==> src/rtl/enigma_pkg.sv <==
// Shared constants, FSM state type and helpers for the Enigma rotor datapath.
// Rotor indices in packed arrays: [2]=left, [1]=middle, [0]=right.
package enigma_pkg;

    localparam logic [2:0] ROTOR_I    = 3'd0;
    localparam logic [2:0] ROTOR_II   = 3'd1;
    localparam logic [2:0] ROTOR_III  = 3'd2;
    localparam logic [2:0] ROTOR_IV   = 3'd3;
    localparam logic [2:0] ROTOR_V    = 3'd4;
    localparam logic [2:0] ROTOR_VI   = 3'd5;
    localparam logic [2:0] ROTOR_VII  = 3'd6;
    localparam logic [2:0] ROTOR_VIII = 3'd7;

    localparam logic [4:0] LETTER_A    = 5'd0;
    localparam logic [4:0] LETTER_Z    = 5'd25;
    localparam int         NUM_LETTERS = 26;

    localparam logic [4:0] NOTCH_I   = 5'd16;
    localparam logic [4:0] NOTCH_II  = 5'd4;
    localparam logic [4:0] NOTCH_III = 5'd21;
    localparam logic [4:0] NOTCH_IV  = 5'd9;
    localparam logic [4:0] NOTCH_V   = 5'd25;
    // VI..VIII carry on both of these letters
    localparam logic [4:0] NOTCH_HI  = 5'd25;
    localparam logic [4:0] NOTCH_LO  = 5'd12;

    typedef enum logic [1:0] {
        ST_IDLE   = 2'd0,
        ST_EVAL   = 2'd1,
        ST_COMMIT = 2'd2
    } step_state_e;

    function automatic logic [4:0] pos_inc(input logic [4:0] p);
        return (p >= LETTER_Z) ? LETTER_A : p + 5'd1;
    endfunction

    function automatic logic pos_valid(input logic [4:0] p);
        return p <= LETTER_Z;
    endfunction

endpackage

==> src/rtl/enigma_notch_decode.sv <==
// Combinational notch detector: is this rotor sitting on a carry letter?
module enigma_notch_decode
    import enigma_pkg::*;
(
    input  logic [4:0] pos_i,
    input  logic [2:0] type_i,
    output logic       at_notch_o
);

    always_comb begin
        at_notch_o = 1'b0;
        case (type_i)
            ROTOR_I:   at_notch_o = (pos_i == NOTCH_I);
            ROTOR_II:  at_notch_o = (pos_i == NOTCH_II);
            ROTOR_III: at_notch_o = (pos_i == NOTCH_III);
            ROTOR_IV:  at_notch_o = (pos_i == NOTCH_IV);
            ROTOR_V:   at_notch_o = (pos_i == NOTCH_V);
            default:   at_notch_o = (pos_i == NOTCH_HI) || (pos_i == NOTCH_LO);
        endcase
    end

endmodule

==> src/rtl/enigma_step_ctrl.sv <==
// Rotor stepping controller: holds positions/types and applies the ratchet
// rules (including the middle-rotor double step) once per accepted keypress.
module enigma_step_ctrl
    import enigma_pkg::*;
(
    input  logic       clock,
    input  logic       reset,
    input  logic       cfg_load,
    input  logic [2:0] cfg_type_l,
    input  logic [2:0] cfg_type_m,
    input  logic [2:0] cfg_type_r,
    input  logic [4:0] cfg_pos_l,
    input  logic [4:0] cfg_pos_m,
    input  logic [4:0] cfg_pos_r,
    input  logic       step_req,
    output logic       step_busy,
    output logic       step_done,
    output logic [2:0] stepped_mask,
    output logic [4:0] pos_l,
    output logic [4:0] pos_m,
    output logic [4:0] pos_r,
    output logic [2:0] type_l,
    output logic [2:0] type_m,
    output logic [2:0] type_r,
    output logic       cfg_err,
    output logic       step_ovf
);

    step_state_e state_q, state_d;

    logic [2:0][4:0] pos_q, pos_d;
    logic [2:0][2:0] type_q, type_d;
    logic [2:0]      notch_q, notch_d;
    logic [2:0]      mask_q, mask_d;
    logic            busy_q, busy_d;
    logic            done_q, done_d;
    logic            err_q, err_d;
    logic            ovf_q, ovf_d;

    logic [2:0]      at_notch;
    logic [2:0][4:0] cfg_pos;
    logic [2:0][2:0] cfg_type;
    logic            step_acc;
    logic            cfg_take;
    logic            cfg_ok;

    assign cfg_pos  = {cfg_pos_l, cfg_pos_m, cfg_pos_r};
    assign cfg_type = {cfg_type_l, cfg_type_m, cfg_type_r};

    genvar g;
    generate
        for (g = 0; g < 3; g++) begin : g_notch
            enigma_notch_decode u_dec (
                .pos_i      (pos_q[g]),
                .type_i     (type_q[g]),
                .at_notch_o (at_notch[g])
            );
        end
    endgenerate

    assign cfg_take = (state_q == ST_IDLE) && cfg_load;
    assign cfg_ok   = pos_valid(cfg_pos_l) && pos_valid(cfg_pos_m) && pos_valid(cfg_pos_r);
    assign step_acc = (state_q == ST_IDLE) && step_req && !cfg_load;

    always_ff @(posedge clock) begin
        if (reset) state_q <= ST_IDLE;
        else       state_q <= state_d;
    end

    always_comb begin
        state_d = state_q;
        case (state_q)
            ST_IDLE:   if (step_acc) state_d = ST_EVAL;
            ST_EVAL:   state_d = ST_COMMIT;
            ST_COMMIT: state_d = ST_IDLE;
            default:   state_d = ST_IDLE;
        endcase
    end

    always_comb begin
        busy_d  = (state_d != ST_IDLE);
        done_d  = (state_q == ST_COMMIT);
        err_d   = cfg_take && !cfg_ok;
        pos_d   = pos_q;
        type_d  = type_q;
        notch_d = notch_q;
        mask_d  = mask_q;

        // A dropped keypress outranks the clear from a simultaneous good load
        ovf_d = ovf_q;
        if (cfg_take && cfg_ok)                           ovf_d = 1'b0;
        if (step_req && (state_q != ST_IDLE || cfg_load)) ovf_d = 1'b1;

        if (cfg_take && cfg_ok) begin
            pos_d  = cfg_pos;
            type_d = cfg_type;
        end

        if (state_q == ST_EVAL) notch_d = at_notch;

        if (state_q == ST_COMMIT) begin
            pos_d[0] = pos_inc(pos_q[0]);
            if (notch_q[0] || notch_q[1]) pos_d[1] = pos_inc(pos_q[1]);
            if (notch_q[1])               pos_d[2] = pos_inc(pos_q[2]);
            mask_d = {notch_q[1], notch_q[0] | notch_q[1], 1'b1};
        end
    end

    always_ff @(posedge clock) begin
        if (reset) begin
            pos_q   <= '0;
            type_q  <= {ROTOR_I, ROTOR_II, ROTOR_III};
            notch_q <= '0;
            mask_q  <= '0;
            busy_q  <= 1'b0;
            done_q  <= 1'b0;
            err_q   <= 1'b0;
            ovf_q   <= 1'b0;
        end else begin
            pos_q   <= pos_d;
            type_q  <= type_d;
            notch_q <= notch_d;
            mask_q  <= mask_d;
            busy_q  <= busy_d;
            done_q  <= done_d;
            err_q   <= err_d;
            ovf_q   <= ovf_d;
        end
    end

    assign pos_l        = pos_q[2];
    assign pos_m        = pos_q[1];
    assign pos_r        = pos_q[0];
    assign type_l       = type_q[2];
    assign type_m       = type_q[1];
    assign type_r       = type_q[0];
    assign stepped_mask = mask_q;
    assign step_busy    = busy_q;
    assign step_done    = done_q;
    assign cfg_err      = err_q;
    assign step_ovf     = ovf_q;

endmodule

==> config.mk <==
export PLATFORM = sky130hd
export DESIGN_NAME = enigma_step_ctrl
export DESIGN_NICKNAME = d
export VERILOG_FILES = /design/src/rtl/enigma_pkg.sv /design/src/rtl/enigma_notch_decode.sv /design/src/rtl/enigma_step_ctrl.sv
export SDC_FILE = /design/constraint.sdc
export NUM_CORES = 1
export LEC_CHECK = 0
export ABC_AREA = 1
export CAP_MARGIN = 5
export CORE_AREA = 2 2 68 70
export CTS_CLUSTER_DIAMETER = 80
export DETAILED_ROUTE_END_ITERATION = 6
export DIE_AREA = 0 0 70 72
export GPL_ROUTABILITY_DRIVEN = 0
export GPL_TIMING_DRIVEN = 0
export PLACE_DENSITY = 0.81
export SYNTH_ARGS = -nofsm -noshare
export SYNTH_HDL_FRONTEND = slang
export SYNTH_SLANG_ARGS = --single-unit
==> constraint.sdc <==
create_clock -name clock -period 2.2 [get_ports clock]
set_input_delay 0.22 -clock clock [delete_from_list [all_inputs] [get_ports clock]]
set_output_delay 0.22 -clock clock [all_outputs]
set_load 0.01 [all_outputs]
* After elaboration in Yosys (flattened, before gate mapping) *
Cells that the tools add are included.

word-level totals
  register bits after elaboration = 35
  output and inout bits = 31
  word-level logic and storage cells = 79

cells by class
  $add $sub $neg = 3
  order comparisons = 6
  equal/unequal tests = 22
  mux-type cells = 13
  bitwise operators = 1
  reductions and logical operators = 21

operators by type and width
  kind                                                      count
  == test 5 bit, second input constant                      6
  two-way mux 15 bit                                        2
  two-way mux 5 bit                                         5
  == test 5 x 4 -> 1 bit, second input constant             4
  adder 5 x 1 -> 5 bit, second input constant               3
  greater-or-equal comparator 5 bit, second input constant  3
  <= comparator 5 bit, second input constant                3
  == test 3 x 2 -> 1 bit, second input constant             4
  == test 5 x 3 -> 1 bit, second input constant             2
  case mux 1 bit (5 select lines)                           2
  logical AND 1 bit                                         8
  nonzero test 2 bit                                        4
  == test 3 x 1 -> 1 bit, second input constant             2
  == test 3 bit, second input constant                      2
  zero test 3 bit                                           2
  logical OR 1 bit                                          4
  case mux 2 bit (2 select lines)                           1
  == test 2 x 1 -> 1 bit, second input constant             1
  == test 2 bit, second input constant                      1
  zero test 1 bit                                           2
  zero test 2 bit                                           1
  two-way mux 1 bit                                         2
  two-way mux 2 bit                                         1
  OR 1 bit                                                  1

* Longest topological paths before layout *
Gate-level depths: netlist of run 1.

  depth in word-level cells = 7
  gate-level depth with buffers = 9

* By module *
From an unflattened synthesis of run 1, not the netlist that was laid out.

second synthesis, totals
  cells, all modules = 324
  area, all modules = 2,053.2 sq um

modules (own cells, without submodules)
  module               times used  cells an instance  area an instance (sq um)
  enigma_step_ctrl     1           264                1,810.5
  enigma_notch_decode  2           30                 121.4

* Least setup slack after synthesis of run 1 *
No wires, ideal clock.

  path type = reg2reg
  start = register pos_q, in the netlist pos_r[1]
  end = register pos_q, in the netlist pos_r[0]
  arrival = 1,246 ps
  required time = 2,135 ps
  slack = 889 ps
  stages on the path, launching flop included = 10
  period minus slack after synthesis = 1,311 ps
  cell sequence = dfxtp_1 > inv_1 > ha_1 > nand2_1 > nor2_1 > nor2_1 > nand3_1 > nand2_1 > nor2_1 > nor2_1

on the way
  word-level cells in the longest chain between the ends = 3

ends and longest elaborated chain
  item                               line                     source
  start: declaration                 enigma_step_ctrl.sv:31   logic [2:0][4:0] pos_q, pos_d;
  start signal: assignment           enigma_step_ctrl.sv:120  pos_q <= pos_d;
  greater-or-equal comparator 5 bit  enigma_pkg.sv:34         return (p >= LETTER_Z) ? LETTER_A : p + 5'd1;
  two-way mux 5 bit                  enigma_pkg.sv:34
  two-way mux 15 bit                 enigma_step_ctrl.sv:101  if (state_q == ST_COMMIT) begin

Every way passes these cells.
A chain may end at the register's enable or synchronous reset.

* Worst setup path after layout of run 1 *
  start = register pos_q, in the netlist pos_l[0]
  end = output port pos_l[0]

RTL lines
  item              line                    source
  end: declaration  enigma_step_ctrl.sv:19  output logic [4:0] pos_l,

No word-level cell between the ends.

==> results of run 1 <==
per-layer routing:
layer / GRT usage (%) / routed length (microns)
met4: 5.556 / 46
met5: 0 / 0
met2: 36.08 / 2520
met3: 4.861 / 331
met1: 25.88 / 2248
worst register-to-register path, delay by kind of cell, from the launching register on:
kind	cells	cell delay (ns)
AO/OA/AOI/OAI	1	0.15
adder cells (fa/ha/maj)	1	0.21
buffers and inverters	2	0.17
flip-flops	1	0.45
AND/OR/NAND/NOR	5	0.50
flip-flops by register name, summed over array words and instances (netlist names):
| register | flops |
|---|---|
| type_r | 3 |
| state_q | 2 |
| pos_r | 5 |
| step_busy | 1 |
| pos_l | 5 |
| step_done | 1 |
| notch_q | 2 |
| pos_m | 5 |
| type_m | 3 |
| stepped_mask | 3 |
| type_l | 3 |
| step_ovf | 1 |
| cfg_err | 1 |
cells by family after synthesis:
kind of cell               synth area share, %
DFF                                      33.65
adders and majority gates                4.808
AOI/OAI and AO/OA                        10.64
xor gates and xnor gates                 2.945
and+or+nand+nor                          37.26
buffers and inverters                    10.70
power by group:
part	internal [mW]	switching, mW
Sequential	0.673	0.0412
Clock	0.367	0.246
Combinational	0.189	0.189
through the flow:
step | worst slack, ns | instances | hold slack (ns)
after detailed placement | 0.4216 | 425 | 0.4634
final | 0.6272 | 433 | 0.4756
after global placement | 0.4845 | 425 | 0.4554
after floorplan | 0.8893 | 315 | 0.3504
after CTS | 0.6179 | 433 | 0.4762
after global routing | 0.5485 | 433 | 0.4948
cells in the final DEF, fill, tap and decap left out, types with 2 or more instances in the layout:
cell type        count
nand4_1             16
buf_4                4
o21ai_1              3
clkbuf_1             3
o211ai_1             2
inv_2                3
buf_6                2
nand3_1             32
nor2_1              50
clkbuf_8             6
dfxtp_1             35
xor2_1               6
ha_1                 8
clkdlybuf4s50_1     58
o21ai_0             12
nor2_4               4
a21oi_1             24
nand2_1             66
inv_1               38
worst min-delay path by stage:
stage	start	endpoint	depth (start not counted)
after floorplan	cfg_type_m[0]	type_m[0]$_SDFFE_PP1N_	2
after global placement	stepped_mask[0]$_SDFFE_PP0P_	stepped_mask[0]$_SDFFE_PP0P_	2
after detailed placement	stepped_mask[0]$_SDFFE_PP0P_	stepped_mask[0]$_SDFFE_PP0P_	2
after CTS	notch_q[0]$_SDFFE_PP0P_	notch_q[0]$_SDFFE_PP0P_	2
after global routing	notch_q[0]$_SDFFE_PP0P_	notch_q[0]$_SDFFE_PP0P_	2
final	notch_q[0]$_SDFFE_PP0P_	notch_q[0]$_SDFFE_PP0P_	2
cell type report:
| cell class | instances | area share, % |
|---|---|---|
| multi-input combinational | 229 | 40.72 |
| buffer | 10 | 2.419 |
| inverter | 41 | 5.409 |
| timing repair buffer | 58 | 20.40 |
| sequential | 35 | 24.63 |
| clock buffer | 6 | 2.902 |
| clock inverter | 2 | 1.231 |
| tap | 52 | 2.287 |
==> flow_summary.ini, run 1 <==
[logic_synthesis]
netlist_top_cells_area = dfxtp_1 (34%), nand2_1 (12%), nor2_1 (9.0%)
synthDominantAreaCellType = dfxtp_1
yosys-top-cells-count = nand2_1 (66), nor2_1 (50), inv_1 (38)
synth.most_common_cell = nand2_1
synthesis.nets = 351
async_flop_share_pct = 0
mappedNetlistArea_sq_um = 2082
synth.lib_cells_used.distinct = 24
syn_inst = 315
syn_area_per_cell_sq_um = 6.610
synth.top_cell.area_share_pct = 33.65
synth_enable_flop_cells = 0
yosysWarningCount = 0
synth_sequential_area_ratio_pct = 33.65
synth_ff_type = dfxtp_1
yosys_register_bits = 35

[clocking]
path_clk_slew_ns = 0.08
post_cts_resize_count = 0
tritoncts_buffers = 5
cts_post_setup_buffers_inserted = 0
cts_hold_buffers = 0
count_of_clock_tree_sinks = 35
cts_root_buffer = clkbuf_8
tritoncts = done
clock_latency_ns = 0.29
cts_max_path_bufs = 2
ctsHtreeMaxLevel = 2

[floorplan]
die_w_microns = 70
die_outline_area_sq_um = 5040
placement_rows = 24
die_height_microns = 72
top_level_port_count = 59
floorplan.initialDensity_pct = 48.83
fp.coreArea_sq_um = 4264

[layout]
post_route_cells_drive_above_1_share_pct = 6.824
nNetsFinal = 416
insertedDiodeCount = 0
final_core_utilization_pct = 66.73
multi_input_combinational_cell_area_sq_um = 1159
areaGrowthSynthToFinish_pct = 36.66
final_area_sq_um = 2845
final.fill_count = 407
area.sequential_sq_um = 700.7

[detailed_routing]
post-route-drc-count = 0
drtPass1Iterations = 4
initialDrtViolationCount = 105
drt_wl_total_mm = 5.147
route.vias.total = 2186
antenna_left = 0
post_drt_wl_per_cell_microns = 11.89
dr_vias_cell = 5.048

[setup_path]
depth_of_the_worst_register_to_register_path = 9
r2r_slack_ns = 0.70
worstReg2RegStart = pos_m[1]$_SDFF_PP0_
criticalPathCategory = register to output port
critPathTopFamily = buffers and inverters
capturing_element_type_of_the_critical_path = output port
critPathLaunch = pos_l[0]$_SDFF_PP0_
critical_path_cell_count = 1
critical-path-max-stage-delay_ns = 0.59
worst_ep_arrival_time_ns = 1.35
worst-endpoint-required_ns = 1.98
cp_max_fo = 7
crit_path_cell_trace = clkdlybuf4s50_1
worst_setup_path_endpoint = pos_l[0]
crit_buf_inv = 1
worst_setup_path_start_kind = register
critical_path.slowest_cell = clkdlybuf4s50_1
reg2reg_to = pos_m[2]$_SDFF_PP0_

[outcome]
outcome = finished, final reports clean

[hold_path]
timing.hold.worst.class = register to register

[grt]
antenna_found_initial = 0
first_global_vias = 1942
groute.usage.overall_pct = 20.70
grt_start_max_net_pins = 12
total_grt_overflow = 0
first_pass_grt_wire_length_mm = 8.514

[place]
dp_hpwl_mm = 3.942
placement.cell_area_sq_um = 2728
place.port_buffers = 58

[timing]
worst_slew_margin_rel_pct = 70.55
finClkSkew_ns = 0.003839
unrepaired_setup_endpoints_after_global_routing = false
fin_crit_ns = 1.573
timing.final.max_slew_violations = 0
setup_viol_count_final = 0
fmaxAchievable_mhz = 635.8
transition_time_of_the_tightest_slew_check_pin_ns = 0.4418
period_share_pct = 71.49
setup-tns-final_ns = 0
hold_viol = 0

[job]
drv_cap = 0

[power_and_ir_drop]
p_per_area_nw_per_um2 = 599.2
design_power_total_mw = 1.705
max-vdd-ir-drop_mv = 0.4492
p_leak_nw = 1.321
No activity file was read; power rests on OpenSTA's default activity.
==> run 2: changes to the inputs <==
--- a/config.mk
+++ b/config.mk
@@ -7,13 +7,13 @@
 export LEC_CHECK = 0
 export ABC_AREA = 1
 export CAP_MARGIN = 5
-export CORE_AREA = 2 2 68 70
+export CORE_AREA = 2 2 73 75
 export CTS_CLUSTER_DIAMETER = 80
 export DETAILED_ROUTE_END_ITERATION = 6
-export DIE_AREA = 0 0 70 72
+export DIE_AREA = 0 0 75 77
 export GPL_ROUTABILITY_DRIVEN = 0
 export GPL_TIMING_DRIVEN = 0
-export PLACE_DENSITY = 0.81
+export PLACE_DENSITY = 0.74
 export SYNTH_ARGS = -nofsm -noshare
 export SYNTH_HDL_FRONTEND = slang
 export SYNTH_SLANG_ARGS = --single-unit
==> constraint.sdc (replaced) <==
create_clock -name clock -period 1.4 [get_ports clock]
set_input_delay 0.14 -clock clock [delete_from_list [all_inputs] [get_ports clock]]
set_output_delay 0.14 -clock clock [all_outputs]
set_load 0.01 [all_outputs]
==> run 2 against run 1 <==
  * Register-to-register slack got worse by 0.65 ns
  * Combinational power increased by 65%
  * Non-clock buffer count increased by 5
==> flow_summary.ini, run 2 (synthesis results as in run 1) <==
[detailed_routing]
drt_wl_total_mm = 5.410
post-route-drc-count = 0
drtPass1Iterations = 4
initialDrtViolationCount = 105
dr_vias_cell = 4.921
antenna_left = 0
post_drt_wl_per_cell_microns = 11.86
route.vias.total = 2244

[power_and_ir_drop]
intPower_mw = 1.899
switching_share_pct = 28.88
power.share.combinational_pct = 23.3
max-vdd-ir-drop_mv = 0.5395
p_clk_share_pct = 34.5
p_per_area_nw_per_um2 = 890.0
total_switching_power_uw = 771.2
design_power_total_mw = 2.670
seq_power_share_pct = 42.2
p_leak_nw = 1.539

[grt]
antenna_found_initial = 0
first_global_vias = 1965
grt_start_max_net_pins = 13
total_grt_overflow = 0
groute.usage.overall_pct = 18.36
first_pass_grt_wire_length_mm = 8.500

[timing]
fin_crit_ns = 1.359
finClkSkew_ns = 0.01195
period_share_pct = 97.09
setup_viol_count_final = 0
unrepaired_setup_endpoints_after_global_routing = true
worst_slew_margin_rel_pct = 66.17
fmaxAchievable_mhz = 735.7
hold_viol = 0
transition_time_of_the_tightest_slew_check_pin_ns = 0.5075
timing.final.max_slew_violations = 0
setup-tns-final_ns = 0
worst_slack_ns = 0.04078

[layout]
insertedDiodeCount = 0
multi_input_combinational_cell_area_sq_um = 1210
layout.cells.most_common_list = nand2_1 (63), nor2_1 (46), clkdlybuf4s50_1 (45)
post_route_cells_drive_above_1_share_pct = 16.06
nNetsFinal = 421
area.sequential_sq_um = 723.2
final.fill_count = 472
areaGrowthSynthToFinish_pct = 44.11
final_area_sq_um = 3000
layout_commonest_cell = nand2_1

[setup_path]
worst_setup_path_start_kind = register
criticalPathCategory = register to output port
critPathTopFamily = buffers and inverters
crit_path_cell_trace = clkdlybuf4s50_1
worst_ep_arrival_time_ns = 1.22
capturing_element_type_of_the_critical_path = output port
crit_buf_inv = 1
r2r_slack_ns = 0.05
cp_max_fo = 6
worst-endpoint-required_ns = 1.26
critical_path.slowest_cell = clkdlybuf4s50_1
critical-path-max-stage-delay_ns = 0.54

[floorplan]
floorplan.initialDensity_pct = 41.83
fp.coreArea_sq_um = 4977
placement_rows = 26
die_outline_area_sq_um = 5775
die_height_microns = 77
top_level_port_count = 59
die_w_microns = 75

[outcome]
outcome = finished, final reports clean

[clocking]
tritoncts = done
path_clk_slew_ns = 0.08
tritoncts_buffers = 5
cts_hold_buffers = 0
cts_root_buffer = clkbuf_8
ctsHtreeMaxLevel = 2
cts_max_path_bufs = 2
count_of_clock_tree_sinks = 35
clock_latency_ns = 0.29

[place]
place.port_buffers = 58
place_worst_setup_slack_ns = -0.2883
dp_hpwl_mm = 3.918
placement.cell_area_sq_um = 2750

[job]
drv_cap = 0

[hold_path]
timing.hold.worst.class = primary input to register
-- run 2: cell count changes in the layout (fill, tap and decap cells not counted), moves of 3 or more --
cell | previous run | this run
a21oi_1 | 24 | 21
a21oi_2 | 0 | 3
buf_4 | 4 | 9
clkdlybuf4s50_1 | 58 | 45
dfxtp_1 | 35 | 21
dfxtp_2 | 0 | 12
dlymetal6s2s_1 | 0 | 11
inv_1 | 38 | 34
inv_2 | 3 | 7
nand2_1 | 66 | 63
nand2_2 | 1 | 4
nor2_1 | 50 | 46
nor2_2 | 0 | 3
-- run 2: power by group through the flow --
| stage | logic [mW] | clock network, mW | registers [mW] |
|---|---|---|---|
| floorplan | 0.306 | 0 | 1.16 |
| global placement | 0.583 | 0 | 1.15 |
| detailed placement | 0.595 | 0 | 1.15 |
| CTS | 0.596 | 0.944 | 1.13 |
| global route | 0.692 | 0.976 | 1.14 |
| finish | 0.623 | 0.921 | 1.13 |
-- run 2: path summary, 6_finish.rpt --
path,startpoint,to,cells past startpoint
max reg2reg,state_q[0]$_SDFF_PP0_,pos_r[2]$_SDFFE_PP0P_,8
max,pos_m[1]$_SDFF_PP0_,pos_m[1],1
min,cfg_type_m[0],type_m[0]$_SDFFE_PP1N_,3
min reg2reg,stepped_mask[2]$_SDFFE_PP0P_,stepped_mask[2]$_SDFFE_PP0P_,2
-- run 2: final cells by class --
cell class | instances | area share (%)
tap | 70 | 2.919
inverter | 41 | 5.129
sequential | 35 | 24.10
buffer | 10 | 2.335
clock buffer | 5 | 2.294
multi-input combinational | 229 | 40.33
timing repair buffer | 63 | 21.43
clock inverter | 3 | 1.460
-- run 2: layer usage --
| layer | part of all wire, % | up-vias | GRT usage, % | routed length, microns |
|---|---|---|---|---|
| met2 | 48 | 65 | 30.00 | 2593 |
| li1 | - | 1156 | - | - |
| met1 | 46 | 1018 | 24.49 | 2472 |
| met3 | 5.8 | 5 | 3.942 | 314 |
| met4 | 0.54 | 0 | 3.929 | 29 |
| met5 | 0 | - | 0 | 0 |
-- run 2: timing repair --
action / in CTS / in global routing
endpoints found under the setup margin: 23 / 35
pin swaps: 0 / 5
resized for setup: 16 / 34
buffers inserted: 0 / 5
-- run 2: through the flow --
stage	std cells	utilization, %	hold slack [ns]
after floorplan	315	-	0.2704
after global placement	443	55.25	0.4568
after detailed placement	443	55.25	0.4567
after CTS	451	57.84	0.4317
after global routing	456	60.28	0.4434
final	456	60.28	0.4261
